File: src/rtl/mips_pkg.sv
// Shared definitions for the MIPS data-memory path.
//   - Default widths/depth for the data memory and its arbiter.
//   - State encoding of the dmem_arbiter FSM.
// Optional feature macro: DMEM_ARB_DUMP_EN adds the sequential memory-dump states.
package mips_pkg;

    localparam int unsigned NB_DATA_DEF    = 32;
    localparam int unsigned NB_ADDR_DEF    = 7;
    localparam int unsigned N_ELEMENTS_DEF = 128;

    typedef enum logic [2:0] {
        StIdle     = 3'd0,
        StDbgRd    = 3'd1,
`ifdef DMEM_ARB_DUMP_EN
        StDbgAck   = 3'd2,
        StDumpRd   = 3'd3,
        StDumpHold = 3'd4
`else
        StDbgAck   = 3'd2
`endif
    } dmem_arb_state_e;

endpackage

File: src/rtl/dmem_arbiter.sv
// Data-memory arbiter between the pipeline MEM stage and the debug unit.
// The pipeline owns the memory (combinational pass-through) unless it is halted and the
// debug unit requests a single-word read; debug reads stall the pipeline until complete.
//
// Ports:
//   clock_i, reset_i          clock, synchronous active-low reset
//   pipe_*_i / pipe_stall_o   pipeline MEM-stage request and freeze
//   dbg_req_i, dbg_addr_i     debug single-word read request (level) and address
//   dbg_ack_o, dbg_rdata_o    read-data-valid pulse and registered read data
//   mem_*_o, mem_rdata_i      memory port (read data registered by memory on falling edge)
//   dbg_dump_i, dbg_ready_i,
//   dbg_last_o                whole-memory dump handshake (only with DMEM_ARB_DUMP_EN)
//
// Optional feature macro: DMEM_ARB_DUMP_EN.
module dmem_arbiter
    import mips_pkg::*;
#(
    parameter int unsigned NB_DATA    = NB_DATA_DEF,
    parameter int unsigned NB_ADDR    = NB_ADDR_DEF,
    parameter int unsigned N_ELEMENTS = N_ELEMENTS_DEF
) (
    input  logic               clock_i,
    input  logic               reset_i,
    input  logic               pipe_enable_i,
    input  logic [NB_ADDR-1:0] pipe_addr_i,
    input  logic [NB_DATA-1:0] pipe_wdata_i,
    input  logic               pipe_read_i,
    input  logic               pipe_write_i,
    input  logic               pipe_halt_i,
    output logic               pipe_stall_o,
    input  logic               dbg_req_i,
    input  logic [NB_ADDR-1:0] dbg_addr_i,
    output logic               dbg_ack_o,
    output logic [NB_DATA-1:0] dbg_rdata_o,
`ifdef DMEM_ARB_DUMP_EN
    input  logic               dbg_dump_i,
    input  logic               dbg_ready_i,
    output logic               dbg_last_o,
`endif
    output logic               mem_enable_o,
    output logic [NB_ADDR-1:0] mem_addr_o,
    output logic [NB_DATA-1:0] mem_wdata_o,
    output logic               mem_read_o,
    output logic               mem_write_o,
    input  logic [NB_DATA-1:0] mem_rdata_i
);

    dmem_arb_state_e    state_q, state_d;
    logic [NB_ADDR-1:0] addr_q;
    logic [NB_DATA-1:0] rdata_q;

`ifdef DMEM_ARB_DUMP_EN
    localparam logic [NB_ADDR-1:0] LastAddr = NB_ADDR'(N_ELEMENTS - 1);

    logic [NB_ADDR-1:0] cnt_q;
    logic               dump_last;

    assign dump_last = (cnt_q == LastAddr);
`else
    // Depth only matters for the dump counter wrap.
    logic [31:0] unused_n_elements;
    assign unused_n_elements = N_ELEMENTS;
`endif

    // State register and datapath registers.
    always_ff @(posedge clock_i) begin
        if (!reset_i) begin
            state_q <= StIdle;
            addr_q  <= '0;
            rdata_q <= '0;
`ifdef DMEM_ARB_DUMP_EN
            cnt_q   <= '0;
`endif
        end else begin
            state_q <= state_d;
            if (state_q == StIdle && state_d == StDbgRd) begin
                addr_q <= dbg_addr_i;
            end
            // Memory data is valid by the rising edge that leaves a read state.
            if (state_q == StDbgRd) begin
                rdata_q <= mem_rdata_i;
            end
`ifdef DMEM_ARB_DUMP_EN
            if (state_q == StDumpRd) begin
                rdata_q <= mem_rdata_i;
            end
            if (state_q == StDumpHold && dbg_ready_i) begin
                cnt_q <= dump_last ? '0 : cnt_q + NB_ADDR'(1);
            end
`endif
        end
    end

    // Next-state logic. Debug requests are only honoured while the pipeline is halted.
    always_comb begin
        state_d = state_q;
        unique case (state_q)
            StIdle: begin
                if (pipe_halt_i) begin
`ifdef DMEM_ARB_DUMP_EN
                    if (dbg_dump_i) begin
                        state_d = StDumpRd;
                    end else if (dbg_req_i) begin
                        state_d = StDbgRd;
                    end
`else
                    if (dbg_req_i) begin
                        state_d = StDbgRd;
                    end
`endif
                end
            end
            StDbgRd:  state_d = StDbgAck;
            StDbgAck: state_d = StIdle;
`ifdef DMEM_ARB_DUMP_EN
            StDumpRd: state_d = StDumpHold;
            StDumpHold: begin
                if (dbg_ready_i) begin
                    state_d = dump_last ? StIdle : StDumpRd;
                end
            end
`endif
            default:  state_d = StIdle;
        endcase
    end

    // Outputs. Outside IDLE the pipeline is ignored and memory is never written.
    always_comb begin
        mem_enable_o = 1'b0;
        mem_addr_o   = '0;
        mem_wdata_o  = '0;
        mem_read_o   = 1'b0;
        mem_write_o  = 1'b0;
        pipe_stall_o = 1'b1;
        dbg_ack_o    = 1'b0;
`ifdef DMEM_ARB_DUMP_EN
        dbg_last_o   = 1'b0;
`endif
        unique case (state_q)
            StIdle: begin
                mem_enable_o = pipe_enable_i;
                mem_addr_o   = pipe_addr_i;
                mem_wdata_o  = pipe_wdata_i;
                mem_read_o   = pipe_read_i;
                mem_write_o  = pipe_write_i;
                pipe_stall_o = 1'b0;
            end
            StDbgRd: begin
                mem_enable_o = 1'b1;
                mem_addr_o   = addr_q;
                mem_read_o   = 1'b1;
            end
            StDbgAck: begin
                dbg_ack_o = 1'b1;
            end
`ifdef DMEM_ARB_DUMP_EN
            StDumpRd: begin
                mem_enable_o = 1'b1;
                mem_addr_o   = cnt_q;
                mem_read_o   = 1'b1;
            end
            StDumpHold: begin
                dbg_ack_o  = 1'b1;
                dbg_last_o = dump_last;
            end
`endif
            default: begin
                pipe_stall_o = 1'b1;
            end
        endcase
    end

    assign dbg_rdata_o = rdata_q;

endmodule
File: config.mk
export PLATFORM = sky130hd
export DESIGN_NAME = dmem_arbiter
export DESIGN_NICKNAME = d
export VERILOG_FILES = /design/src/rtl/mips_pkg.sv /design/src/rtl/dmem_arbiter.sv
export SDC_FILE = /design/constraint.sdc
export NUM_CORES = 1
export LEC_CHECK = 0
export ABC_AREA = 1
export CORE_MARGIN = 3
export CORE_UTILIZATION = 36
export CTS_BUF_LIST = sky130_fd_sc_hd__clkbuf_2
export DETAILED_ROUTE_END_ITERATION = 12
export PLACE_DENSITY_LB_ADDON = 0.05
export SLEW_MARGIN = 20
export SYNTH_ARGS = -nofsm -noshare
export SYNTH_HDL_FRONTEND = slang
export SYNTH_SLANG_ARGS = --single-unit
File: constraint.sdc
create_clock -name clock_i -period 3.1 [get_ports clock_i]
set_input_delay 0.775 -clock clock_i [delete_from_list [all_inputs] [get_ports clock_i]]
set_output_delay 0.775 -clock clock_i [all_outputs]
set_load 0.01 [all_outputs]
==> results.yml <==
clock_network:
  cts_root_buf: "clkbuf_2"
  cts.hold.buffers_added: 0
  worst_skew_pair.late_latency_ns: 0.40
  cts_tree: "done"
  cts-htree-levels: 2
  clock-sinks: 42
  post-cts-setup-buffers: 0
  cts_resized: 0
  clk_pin_slew_worst_paths_ns: 0.22
  ctsLongestPathBuffers: 2
  cts_buffers: 5
setup_path:
  rr_endpoint: "dbg_rdata_o[26]$_SDFFE_PN0N_"
  cp.required_ns: 2.32
  worst_setup_path_end_kind: "primary output"
  r2r-start: "state_q[2]$_SDFF_PN0_"
  crit_type: "reg2out"
  r2r.worst_path.cells: 6
  startpoint_type: "flip-flop"
  rrSetupSlack_ns: 1.32
  cp_max_fo: 34
  worstPathArrival_ns: 2.07
run:
  maxCapViolCount: 0
drt:
  num_vias: 2296
  drc_errors: 0
  drt_iter0_drc: 84
  drt_wl_total_mm: 6.73
  first_pass_iters: 4
  viasPerCell: 4.37
  ant_nets: 0
  wl_per_cell_um: 12.8
floorplanning:
  fp.dieH_um: 79.2
  num_io_pins: 161
  core_area_um2: 5140
  initial_utilization: 0.375
  num_rows: 26
  die_area_um2: 6270
  fp.dieW_um: 79.2
power_and_ir_drop:
  power_density_nw_per_um2: 309
  p_leak_nw: 1.55
  irDropWorstVdd_v: 0.000176
timing:
  finalCritPeriodShare: 0.916
  tns_ns: 0
  finalHoldViolCount: 0
  rsz0062_at_grt: "no"
  period_needed_ns: 2.84
  tightest_slew_ns: 0.524
  drv_slew: 0
  fmax_mhz: 352
  setup-violations-final: 0
  fin_skew_ns: 0.0175
  slew_headroom: 0.650
logic_synthesis:
  ys_ff_latch: 42
  syn_area_um2: 1930
  synth_area_per_cell_um2: 6.44
  synthCells: 299
  yosys_warnings: 0
  synth.net_count: 384
  seq_area_frac_synth: 0.436
  ys_types: 16
layout:
  nNetsFinal: 539
  multiInputGateArea_um2: 786
  drive_gt1_frac: 0.0374
  fill_cells: 473
  ff_latch_area_um2: 841
  final_core_util: 0.702
  diodes: 0
  area_delta_synth_final_pct: 87.3
placement:
  dpl.hpwl_mm: 5.30
  portBuffers: 160
  routabilityCongestion: 0.776
global_route:
  track_usage: 0.213
  grt_pass1_wl_mm: 10.5
  antenna_found_initial: 0
  grt_start_max_net_pins: 41
  grt-ovfl-total: 0
  grt_pass1_vias: 2124
hold_path:
  whs_path_depth: 2
  holdCritStartpoint: "dbg_rdata_o[4]$_SDFFE_PN0N_"
  hold_end: "dbg_rdata_o[4]$_SDFFE_PN0N_"
  worstHoldPathType: "reg2reg"
outcome:
  status: "complete, no violations"
-- through the flow --
step	cells	power [mW]	setup WS, ns	area (um^2)	hold WS [ns]
floorplan	299	0.681	1.28	1930	0.492
global placement	517	0.879	0.383	3560	0.462
detailed placement	517	0.886	0.361	3560	0.471
CTS	525	1.13	0.234	3610	0.504
global route	525	1.18	0.0696	3610	0.534
finish	525	1.12	0.260	3610	0.501
-- critical path, stage by stage, from the launching register on --
cell	delay (ns)
dfxtp_1	0.39
inv_2	0.24
nand2_1	0.09
buf_4	0.24
nor2_1	0.14
clkdlybuf4s50_1	0.57
-- layout make-up --
type,count,area share
clock inverter,3,0.00589
clock buffer,5,0.00693
sequential,42,0.233
tap,70,0.0243
timing repair buffer,164,0.452
inverter,58,0.0603
multi-input combinational,183,0.218
-- where the power goes --
group          internal, mW  switching, mW
clock network        0.0556          0.186
logic                 0.192          0.118
registers             0.556        0.00702
total                 0.804          0.311
-- cell usage after synthesis (all sizes together) --
master / count / share of area
nand4: 7 / 0.023
clkbuf: 4 / 0.0078
conb: 1 / 0.0019
dfxtp: 42 / 0.44
nor2: 108 / 0.21
nand2: 18 / 0.036
o21ai: 39 / 0.10
o21a: 2 / 0.0078
nand3: 8 / 0.023
buf: 12 / 0.035
inv: 58 / 0.11
-- cell families (layout without fill, tap and decap cells) --
logic type,Yosys count,after routing,synth area share
other,1,1,0.00195
AND/OR/NAND/NOR,141,141,0.297
buffers and inverters,74,230,0.156
flip-flops,42,42,0.436
AO/OA/AOI/OAI,41,41,0.109
-- sequential cells by signal, summed over array words and instances (netlist names) --
signal and cells:
dbg_rdata_o 32, addr_q 7, state_q 3
-- per-layer routing --
metal	global-route usage	vias to the layer above	wire [um]
li1	-	1202	-
met1	0.233	1004	2620
met2	0.398	80	3560
met3	0.0624	10	447
met4	0.0533	0	102
met5	0	-	0
-- cell usage in the layout (no fill, tap or decap) --
cell             count
nand2_2              1
o21ai_1             39
clkdlybuf4s50_1    160
clkinv_2             1
nand2_1             17
inv_1               56
clkinvlp_4           1
clkinv_4             1
clkbuf_2             5
conb_1               1
inv_2                2
nor2_1             107
nand4_1              7
nand3_2              1
o21a_1               2
dfxtp_1             42
nand3_1              7
buf_4                4
nor2_4               1
-- how the worst max path moves through the flow --
stage | from | end | slack, ns
floorplan | state_q[2]$_SDFF_PN0_ | mem_wdata_o[22] | 1.28
global placement | pipe_addr_i[1] | mem_addr_o[1] | 0.38
detailed placement | pipe_addr_i[1] | mem_addr_o[1] | 0.36
CTS | state_q[0]$_SDFF_PN0_ | mem_wdata_o[10] | 0.23
global route | state_q[0]$_SDFF_PN0_ | mem_wdata_o[14] | 0.07
finish | state_q[0]$_SDFF_PN0_ | mem_wdata_o[10] | 0.26
(Power assumes the default switching activity.)
